## src/rtl/read_query_arbiter.sv

```systemverilog
// read_query_arbiter
// Round-robin arbiter sharing the single read-RAM query port between
// NUM_REQ requesters. Each granted query is registered onto the RAM query
// port and followed by a tag pipeline of RAM_LAT+1 stages. When the tag
// reaches the last stage, the RAM byte is valid. The byte is then returned
// to the owning requester together with the echoed status, position and
// read number.
//
// Handshake: a requester holds req_valid and its fields stable. The query
// is accepted on the clock edge that ends a cycle in which req_ready (one-hot)
// was high. There is no back-pressure on the response side. rsp_valid is a
// one-hot strobe that consumers must qualify with !stall, because every
// register, including rsp_valid, holds its value while stall is high.
module read_query_arbiter #(
  parameter int NUM_REQ        = 4,
  parameter int READ_NUM_WIDTH = 6,
  parameter int RAM_LAT        = 3
) (
  input  logic                               clk,
  input  logic                               reset_n,
  input  logic                               stall,
  input  logic                               load_done,
  input  logic [NUM_REQ-1:0]                 req_valid,
  output logic [NUM_REQ-1:0]                 req_ready,
  input  logic [NUM_REQ*6-1:0]               req_status,
  input  logic [NUM_REQ*7-1:0]               req_position,
  input  logic [NUM_REQ*READ_NUM_WIDTH-1:0]  req_read_num,
  output logic [5:0]                         status_query,
  output logic [6:0]                         query_position,
  output logic [READ_NUM_WIDTH-1:0]          query_read_num,
  input  logic [7:0]                         new_read_query,
  output logic [NUM_REQ-1:0]                 rsp_valid,
  output logic [7:0]                         rsp_data,
  output logic [5:0]                         rsp_status,
  output logic [6:0]                         rsp_position,
  output logic [READ_NUM_WIDTH-1:0]          rsp_read_num,
  output logic                               busy
);

  // Status code carried by an empty query slot.
  localparam logic [5:0] BUBBLE = 6'b110000;
  // Pointer width; at least one bit even for the smallest arbiter.
  localparam int PTR_W = (NUM_REQ > 1) ? $clog2(NUM_REQ) : 1;
  // Stage 0 is the issue register, stage RAM_LAT lines up with the RAM byte.
  localparam int NSTG  = RAM_LAT + 1;

  // Index arithmetic modulo NUM_REQ (NUM_REQ need not be a power of two).
  function automatic logic [PTR_W-1:0] wrap_add(input logic [PTR_W-1:0] base,
                                                input int off);
    return PTR_W'((int'(base) + off) % NUM_REQ);
  endfunction

  // ---------------------------------------------------------------------
  // State
  // ---------------------------------------------------------------------
  logic [PTR_W-1:0]          r_ptr;

  logic                      r_tag_valid    [NSTG];
  logic [NUM_REQ-1:0]        r_tag_owner    [NSTG];
  logic [5:0]                r_tag_status   [NSTG];
  logic [6:0]                r_tag_position [NSTG];
  logic [READ_NUM_WIDTH-1:0] r_tag_read_num [NSTG];

  logic [NUM_REQ-1:0]        r_rsp_valid;
  logic [7:0]                r_rsp_data;
  logic [5:0]                r_rsp_status;
  logic [6:0]                r_rsp_position;
  logic [READ_NUM_WIDTH-1:0] r_rsp_read_num;

  // ---------------------------------------------------------------------
  // Combinational arbitration
  // ---------------------------------------------------------------------
  logic                      w_eligible;
  logic                      w_found;
  logic [PTR_W-1:0]          w_winner;
  logic [PTR_W-1:0]          w_next_ptr;
  logic [NUM_REQ-1:0]        w_grant;
  logic [5:0]                w_sel_status;
  logic [6:0]                w_sel_position;
  logic [READ_NUM_WIDTH-1:0] w_sel_read_num;
  logic                      w_busy;

  // Grants are possible only out of reset, with the RAM loaded and
  // the pipeline moving.
  assign w_eligible = reset_n & load_done & ~stall;

  // Search for the first valid requester, starting at the pointer and wrapping.
  always_comb begin
    w_found  = 1'b0;
    w_winner = '0;
    for (int k = 0; k < NUM_REQ; k++) begin
      if (!w_found && w_eligible && req_valid[wrap_add(r_ptr, k)]) begin
        w_found  = 1'b1;
        w_winner = wrap_add(r_ptr, k);
      end
    end
  end

  // Turn the winner index into a one-hot grant, or zero when no requester wins.
  always_comb begin
    w_grant = '0;
    if (w_found) w_grant[w_winner] = 1'b1;
  end

  assign w_next_ptr = wrap_add(w_winner, 1);

  // Select the winner's query fields using the one-hot grant.
  always_comb begin
    w_sel_status   = '0;
    w_sel_position = '0;
    w_sel_read_num = '0;
    for (int i = 0; i < NUM_REQ; i++) begin
      if (w_grant[i]) begin
        w_sel_status   = req_status[6*i +: 6];
        w_sel_position = req_position[7*i +: 7];
        w_sel_read_num = req_read_num[READ_NUM_WIDTH*i +: READ_NUM_WIDTH];
      end
    end
  end

  // busy is high while any tag stage holds a live query.
  always_comb begin
    w_busy = 1'b0;
    for (int s = 0; s < NSTG; s++) begin
      w_busy = w_busy | r_tag_valid[s];
    end
  end

  // ---------------------------------------------------------------------
  // Sequential logic
  // ---------------------------------------------------------------------

  // Issue stage and pointer: register the winner, or a bubble when there is no grant.
  always_ff @(posedge clk) begin
    if (!reset_n) begin
      r_ptr             <= '0;
      r_tag_valid[0]    <= 1'b0;
      r_tag_owner[0]    <= '0;
      r_tag_status[0]   <= BUBBLE;
      r_tag_position[0] <= '0;
      r_tag_read_num[0] <= '0;
    end else if (!stall) begin
      if (w_found) begin
        r_ptr             <= w_next_ptr;
        r_tag_valid[0]    <= 1'b1;
        r_tag_owner[0]    <= w_grant;
        r_tag_status[0]   <= w_sel_status;
        r_tag_position[0] <= w_sel_position;
        r_tag_read_num[0] <= w_sel_read_num;
      end else begin
        r_tag_valid[0]    <= 1'b0;
        r_tag_owner[0]    <= '0;
        r_tag_status[0]   <= BUBBLE;
        r_tag_position[0] <= '0;
        r_tag_read_num[0] <= '0;
      end
    end
  end

  // Tag stages 1..RAM_LAT: shift in step with the RAM extraction pipeline.
  always_ff @(posedge clk) begin
    if (!reset_n) begin
      for (int s = 1; s < NSTG; s++) begin
        r_tag_valid[s]    <= 1'b0;
        r_tag_owner[s]    <= '0;
        r_tag_status[s]   <= BUBBLE;
        r_tag_position[s] <= '0;
        r_tag_read_num[s] <= '0;
      end
    end else if (!stall) begin
      for (int s = 1; s < NSTG; s++) begin
        r_tag_valid[s]    <= r_tag_valid[s-1];
        r_tag_owner[s]    <= r_tag_owner[s-1];
        r_tag_status[s]   <= r_tag_status[s-1];
        r_tag_position[s] <= r_tag_position[s-1];
        r_tag_read_num[s] <= r_tag_read_num[s-1];
      end
    end
  end

  // Response register: capture the RAM byte for the tag that leaves the last stage.
  always_ff @(posedge clk) begin
    if (!reset_n) begin
      r_rsp_valid    <= '0;
      r_rsp_data     <= '0;
      r_rsp_status   <= BUBBLE;
      r_rsp_position <= '0;
      r_rsp_read_num <= '0;
    end else if (!stall) begin
      if (r_tag_valid[RAM_LAT]) begin
        r_rsp_valid    <= r_tag_owner[RAM_LAT];
        r_rsp_data     <= new_read_query;
        r_rsp_status   <= r_tag_status[RAM_LAT];
        r_rsp_position <= r_tag_position[RAM_LAT];
        r_rsp_read_num <= r_tag_read_num[RAM_LAT];
      end else begin
        r_rsp_valid    <= '0;
      end
    end
  end

  // ---------------------------------------------------------------------
  // Outputs
  // ---------------------------------------------------------------------
  assign req_ready      = w_grant;
  assign status_query   = r_tag_status[0];
  assign query_position = r_tag_position[0];
  assign query_read_num = r_tag_read_num[0];
  assign rsp_valid      = r_rsp_valid;
  assign rsp_data       = r_rsp_data;
  assign rsp_status     = r_rsp_status;
  assign rsp_position   = r_rsp_position;
  assign rsp_read_num   = r_rsp_read_num;
  assign busy           = w_busy;

endmodule

```

## config.mk

```make
export PLATFORM = sky130hd
export DESIGN_NAME = read_query_arbiter
export DESIGN_NICKNAME = d
export VERILOG_FILES = /design/src/rtl/read_query_arbiter.sv
export SDC_FILE = /design/constraint.sdc
export NUM_CORES = 1
export LEC_CHECK = 0
export BUFFER_PORTS_ARGS = -buffer_cell sky130_fd_sc_hd__buf_2
export CAP_MARGIN = 0
export CORE_ASPECT_RATIO = 1.1
export CORE_MARGIN = 10
export CORE_UTILIZATION = 30
export CTS_BUF_LIST = sky130_fd_sc_hd__clkbuf_2 sky130_fd_sc_hd__clkbuf_4 sky130_fd_sc_hd__clkbuf_8
export CTS_CLUSTER_SIZE = 10
export DETAILED_ROUTE_END_ITERATION = 12
export GPL_TIMING_DRIVEN = 0
export PLACE_DENSITY_LB_ADDON = 0.15
export SLEW_MARGIN = 20
export SYNTH_ARGS = -nofsm -noshare
export SYNTH_HDL_FRONTEND = slang
export SYNTH_SLANG_ARGS = --single-unit
```

## constraint.sdc

```tcl
create_clock -name clk -period 10.1 [get_ports clk]
set_input_delay 3.03 -clock clk [delete_from_list [all_inputs] [get_ports clk]]
set_output_delay 3.03 -clock clk [all_outputs]
set_load 0.02 [all_outputs]
```

==> results of run 1 <==
-- through the flow --
stage | area (µm²) | cells
floorplan | 5570 | 447
global placement | 6605 | 836
detailed placement | 6633 | 837
CTS | 7020 | 869
global route | 7020 | 869
finish | 7020 | 869
-- worst max path at each step --
stage	slack [ps]	end	cells after the start
floorplan	2550	req_ready[3]	6
global placement	2010	req_ready[3]	8
detailed placement	2020	req_ready[3]	8
CTS	2010	req_ready[3]	8
global route	1870	req_ready[3]	8
finish	2030	req_ready[3]	8
-- sequential cells by signal (all words and copies together) (netlist names) --
signal          flops
r_tag_status       24
r_tag_position     28
r_tag_owner        16
r_tag_read_num     24
rsp_read_num        6
rsp_data            8
rsp_position        7
rsp_status          6
r_tag_valid         4
rsp_valid           4
r_ptr               2
-- kinds of logic after synthesis --
logic type | after synthesis | synth area share [%]
AO/OA/AOI/OAI | 80 | 13.50
buffers and inverters | 54 | 4.065
multiplexers | 4 | 0.7188
flip-flops | 129 | 63.25
adder cells (fa/ha/maj) | 4 | 0.8985
AND/OR/NAND/NOR | 176 | 17.57
-- where the power goes --
group / total, mW / internal, mW / switching, mW
sequential: 0.604 / 0.596 / 0.00865
clock: 0.434 / 0.241 / 0.193
combinational: 0.0968 / 0.0391 / 0.0576
-- cell usage after synthesis --
cell       count  area (µm²)
nand2_1       59       221.5
and2_1        72       450.4
a221o_1        1       10.01
dfxtp_1       35       700.7
ha_1           4       50.05
o221a_2        1       11.26
inv_2          1       3.750
nor2b_2        1       8.760
or3b_2         1       8.760
nor2b_1       10       62.56
inv_1         20       75.07
a21oi_1        5       25.02
or3_1          1       6.260
edfxtp_1      94        2823
o41ai_2        1       16.27
buf_1          1       3.750
nand2b_1       8       50.05
mux2i_1        4       40.04
nor2_1         1       3.750
o311ai_0       1       8.760
nand3_1        2       10.01
o221ai_1       2       17.52
a22oi_1        4       30.03
a2111oi_2     17       255.2
nor3b_1       17       127.6
clkbuf_1      20       75.07
and3b_2        1       10.01
a21boi_0      25       187.7
buf_6          1       11.26
nor3_1         1       5.000
or4_1          1       7.510
a221oi_1      18       157.7
or2_1          1       6.260
o21a_1         1       7.510
buf_4          1       7.510
o21ai_0        3       15.01
a32o_1         1       10.01
buf_2         10       50.05
-- per-layer routing --
metal | track usage [%] | up-vias
met3 | 6.198 | 15
met1 | 12.56 | 1676
met5 | 0 | -
li1 | - | 1933
met4 | 5.217 | 0
met2 | 18.29 | 154
-- cell type report --
| cell class | instances | area, µm² | area share (%) |
|---|---|---|---|
| Buffer | 33 | 147.6 | 2.103 |
| Multi-Input combinational cell | 264 | 1828 | 26.04 |
| Clock buffer | 18 | 241.5 | 3.440 |
| Inverter | 21 | 78.83 | 1.123 |
| Clock inverter | 14 | 146.4 | 2.085 |
| Sequential cell | 129 | 3523 | 50.19 |
| Timing Repair Buffer | 147 | 750.7 | 10.69 |
| Tap cell | 243 | 304.0 | 4.331 |
-- worst reg2reg max path, stage by stage (launching register included) --
cell,delay [ps]
dfxtp_1,320
clkbuf_1,280
mux2i_1,270
nor2_1,70
or3_1,350
ha_1,310
or2_1,250
buf_2,160
buf_2,180
a221oi_1,350
a2111oi_2,60
==> reports/metrics.yaml, run 1 <==
status: "completed"
cts-root-buf: "clkbuf_8"
syn_nets: 543
drc: 0
rows: 52
hp-start: "r_tag_status[3][5]$_SDFFCE_PN1P_"
top_layer: "met4"
worstPathMaxFanout: 10
grt_use_total_pct: 11.57
overflow: 0
power_mw: 1.135
setup_tns_ps: 0
crit_path_frequent_cell: "buf_2"
arrival_ps: 5040
grt_pass1_vias: 4202
firstDrtPassIters: 4
worst_pin_slew_ps: 767.0
wirelength_mm: 13.63
cts_tree: "built"
syn_to_final_growth_pct: 26.03
powerDensity_nw_per_um2: 161.7
hold_class: "flip-flop to flip-flop"
relSlewSlack_pct: 48.87
reg2reg_from: "r_ptr[1]$_SDFFE_PN0N_"
avgSynthCellArea_um2: 12.46
syn-instance-count: 447
grt_pass1_wl_mm: 21.93
finalMaxSlewViolations: 0
insertion_delay_ps: 430
yosysUniqueCellTypes: 38
wl_met2_mm: 6.299
via_per_inst: 4.348
ant_nets: 0
ff2ff_setup_slack_ps: 7230
clockBufferDepth: 2
drv_cap: 0
hold_buffers: 0
critPathBufInv: 3
drt_iter0_markers: 134
cp-end-kind: "output pin"
setup_viol: 0
yosysWarnings: 0
min_period_ps: 8069
slowest_delay_ps: 470
synth_seq_area_share_pct: 63.25
htree_levels: 4
cp.required_ps: 7070
finalCritPeriodShare_pct: 79.90
pin_count: 147
skew_ps: 6.555
critical_path.startpoint: "stall"
r2r_cells: 10
die_h_um: 162.9
drive_above_1_share_pct: 33.71
rsz0062_at_grt: "no"
start_util_pct: 30.36
setup_ws_ps: 2031
portBuffers: 146
max_freq_mhz: 123.9
criticalPathCategory: "input port to output pin"
cp_slowest_cell: "clkbuf_1"
worstHoldPathCells: 2
design.core.area_um2: 18350
wl_met1_mm: 5.588
r2r-end: "r_tag_position[0][2]$_SDFFCE_PP0P_"
start_kind: "input port"
final_cell_mix: "buf_2, edfxtp_1, and2_1, nand2_1, dfxtp_1"
postCtsSetupBuffers: 0
final_nets: 709
whs_ps: 457.8
cp_top_family: "simple AND/OR/NAND/NOR gates"
utilization_pct: 38.26
antennaDiodeCount: 0
final_common_cell: "buf_2"
p_leak_nw: 2.850
cp_cell_sequence: "buf_2 -> and3b_2 -> o21ai_0 -> nor3_1 -> ha_1 -> clkbuf_1 -> and2_1 -> buf_2"
hold_viol_final: 0
wl_met3_mm: 1.469
num-fill-cells: 1836
grt_max_degree: 58
cts_sinks: 129
netlist_area_um2: 5570
hpwl_mm: 10.78
ctsResizeCount: 0
post_drt_wl_per_cell_um: 15.69
vias: 3778
gp_congestion: 0.8644
dp_slack_ps: 2019
dieArea_um2: 24420
ys_ff_latch: 129
ir_drop_mv: 0.08682
clk_pin_slew_worst_paths_ps: 70
die_x_um: 149.9
min_to: "rsp_status[5]$_SDFFE_PN1P_"
cts_buffers: 17
antenna_found_initial: 0
Note: power is estimated with default switching activity, not from simulation.
==> inputs of run 2 (changes only) <==
- ABC_AREA: not set -> 1
- clock period: 10.1 -> 6.7 ns (I/O delays scaled with it)
==> run 2 against run 1 <==
Compared with the run above: clock skew grew 0.65 ps; non-clock buffer count grew 1; area after synthesis grew 6.5%; largest cell class unchanged; total power grew 81%; setup slack lost 1700 ps; clock power grew 37%.
==> reports/metrics.yaml, run 2 <==
power_frac_comb_pct: 24.8
min_period_ps: 6380
place_area_um2: 7005
grt_use_total_pct: 11.78
p_leak_nw: 3.495
synthXorXnorAreaFrac_pct: 0
skew_ps: 7.205
cp-end-kind: "output pin"
relSlewSlack_pct: 56.11
p_int_mw: 1.407
post_drt_wl_per_cell_um: 13.58
biggestRegsByFlops: "r_tag_position: 28 flops, r_tag_read_num: 24 flops, r_tag_status: 24 flops"
finalMaxSlewViolations: 0
hold_buffers: 0
netlist_area_um2: 5931
synth_area_leaders: "edfxtp_1, dfxtp_1, nor2_1"
avgSynthCellArea_um2: 8.671
p_clk_share_pct: 28.9
insertion_delay_ps: 430
dieArea_um2: 25800
rsz0062_at_grt: "no"
largest_reg_flops: 28
antenna_found_initial: 0
gp_congestion: 0.8362
drt_iter0_markers: 253
critPathBufInv: 6
synth_top_area_share_pct: 47.59
instances_no_fill: 1107
worstPathMaxFanout: 11
overflow: 0
grt_max_degree: 50
cp.required_ps: 4690
cts_sinks: 129
clockBufferDepth: 2
via_per_inst: 4.195
die_x_um: 154.1
synth_fa_ha_area_share_pct: 0.8439
cp_top_family: "simple AND/OR/NAND/NOR gates"
synth_edf_count: 94
criticalPathCategory: "input port to output pin"
cts_buffers: 17
pin_count: 147
wirelength_mm: 15.03
max_freq_mhz: 156.7
cts_tree: "built"
regMostFlops: "r_tag_position"
hold_class: "flip-flop to flip-flop"
yosysUniqueCellTypes: 26
drv_cap: 0
dp_slack_ps: -172.1
design.core.area_um2: 19300
synth_mux_area_share_pct: 0
final_common_cell: "buf_2"
synth_top_family_by_area: "simple AND/OR/NAND/NOR gates"
ir_drop_mv: 0.1171
status: "completed"
syn-instance-count: 684
vias: 4644
slowest_delay_ps: 320
die_h_um: 167.5
ant_nets: 0
synth_seq_area_share_pct: 59.41
firstDrtPassIters: 4
finalCritPeriodShare_pct: 95.23
cts-root-buf: "clkbuf_8"
cp_slowest_cell: "ha_2"
power_mw: 2.056
antennaDiodeCount: 0
cp_cell_sequence: "buf_2 -> nor2_2 -> nand2_1 -> inv_2 -> nand3_1 -> nand3b_1 -> o21ai_0 -> nand2_1 -> inv_1 -> ha_2 -> buf_2 -> nand2_1 -> inv_1 -> buf_2"
postLayoutCellArea_um2: 7361
grt_pass1_vias: 4630
powerDensity_nw_per_um2: 279.3
synthFlopType: "edfxtp_1"
hpwl_mm: 11.76
worst_pin_slew_ps: 658.4
ys_top_cells_by_count: "nor2_1, inv_1, edfxtp_1"
postCtsSetupBuffers: 0
final_nets: 943
seq_power_share_pct: 46.2
hold_viol_final: 0
start_util_pct: 30.73
setup_viol: 0
dp_cells: 1078
async_reset_ff_share_pct: 0
htree_levels: 4
arrival_ps: 4370
power_switching_uw: 648.5
switching_share_pct: 31.55
syn_to_final_growth_pct: 24.11
yosys.area.top_type: "edfxtp_1"
syn_nets: 780
synth_most_common_cell: "nor2_1"
num-fill-cells: 2013
start_kind: "input port"
synth-compound-area-share_pct: 6.350
setup_ws_ps: 319.8
grt_pass1_wl_mm: 24.47
final_cell_mix: "buf_2, nor2_1, inv_1, edfxtp_1, nand2_1"
clk_pin_slew_worst_paths_ps: 70
drc: 0
drive_above_1_share_pct: 24.30
yosysWarnings: 0
portBuffers: 146
ys_ff_latch: 129
yosys.area_share.simple_pct: 22.22
rows: 53
## run 2: cell types whose count changed after synthesis, moves of 25 or more
cell | before | now
nand2_1 | 59 | 92
nand3_1 | 2 | 64
inv_1 | 20 | 122
o21ai_0 | 3 | 45
nor2_1 | 1 | 141
and2_1 | 72 | 0
a21boi_0 | 25 | 0
## run 2: timing repair
| action | in CTS | in global routing |
|---|---|---|
| setup endpoints to repair | 1 | 3 |
| hold endpoints to repair | 0 | 0 |
| resized for setup | 1 | 1 |
## run 2: power by group through the flow
stage / registers (mW) / clock network [mW] / logic, mW
3_5_place_dp: 0.969 / 0 / 0.518
4_1_cts: 0.952 / 0.619 / 0.519
3_3_place_gp: 0.971 / 0 / 0.518
2_1_floorplan: 0.997 / 0 / 0.319
5_1_grt: 0.959 / 0.657 / 0.579
6_report: 0.951 / 0.595 / 0.510
## run 2: cells by family after synthesis
kind of cell,after synthesis
compound gates,72
fa+ha+maj,4
buf+inv,165
flops,129
simple gates,314
## run 2: routing by layer
| metal | vias up | routed length, µm | track usage [%] |
|---|---|---|---|
| met5 | - | 0 | 0 |
| met4 | 0 | 311 | 4.891 |
| met3 | 22 | 1927 | 6.892 |
| li1 | 2484 | - | - |
| met2 | 176 | 6268 | 17.14 |
| met1 | 1962 | 6527 | 13.81 |
## run 2: final timing paths
path	depth (start not counted)	end	startpoint	slack [ps]
max	14	req_ready[1]	stall	320
min	2	rsp_status[4]$_SDFFE_PN1P_	rsp_status[4]$_SDFFE_PN1P_	460
max reg2reg	18	r_tag_position[0][2]$_SDFFCE_PP0P_	r_ptr[0]$_SDFFE_PN0N_	3660
min reg2reg	2	rsp_status[4]$_SDFFE_PN1P_	rsp_status[4]$_SDFFE_PN1P_	460
## run 2: per-stage QoR
step	util [%]	setup TNS [ps]	hold WS [ps]
floorplan	-	0	435.2
global placement	36.12	-184.0	436.6
detailed placement	36.30	-172.1	443.9
CTS	38.17	0	462.2
global route	38.14	0	476.6
finish	38.14	0	461.3
## run 2: cell type report
| type | count | area (µm²) | share of cell area (%) |
|---|---|---|---|
| Inverter | 128 | 480.5 | 6.527 |
| Sequential cell | 129 | 3523 | 47.87 |
| Timing Repair Buffer | 147 | 758.2 | 10.30 |
| Multi-Input combinational cell | 390 | 1754 | 23.83 |
| Tap cell | 247 | 309.0 | 4.199 |
| Buffer | 34 | 172.7 | 2.346 |
| Clock buffer | 26 | 332.8 | 4.521 |
| Clock inverter | 6 | 30.03 | 0.4080 |
## run 2: worst register-to-register path: cells and delay by family (launching register included)
kind,cells,cell delay [ps]
buffers and inverters,4,740
adders and majority gates,1,410
and+or+nand+nor,10,1070
AOI/OAI and AO/OA,3,360
DFF,1,310
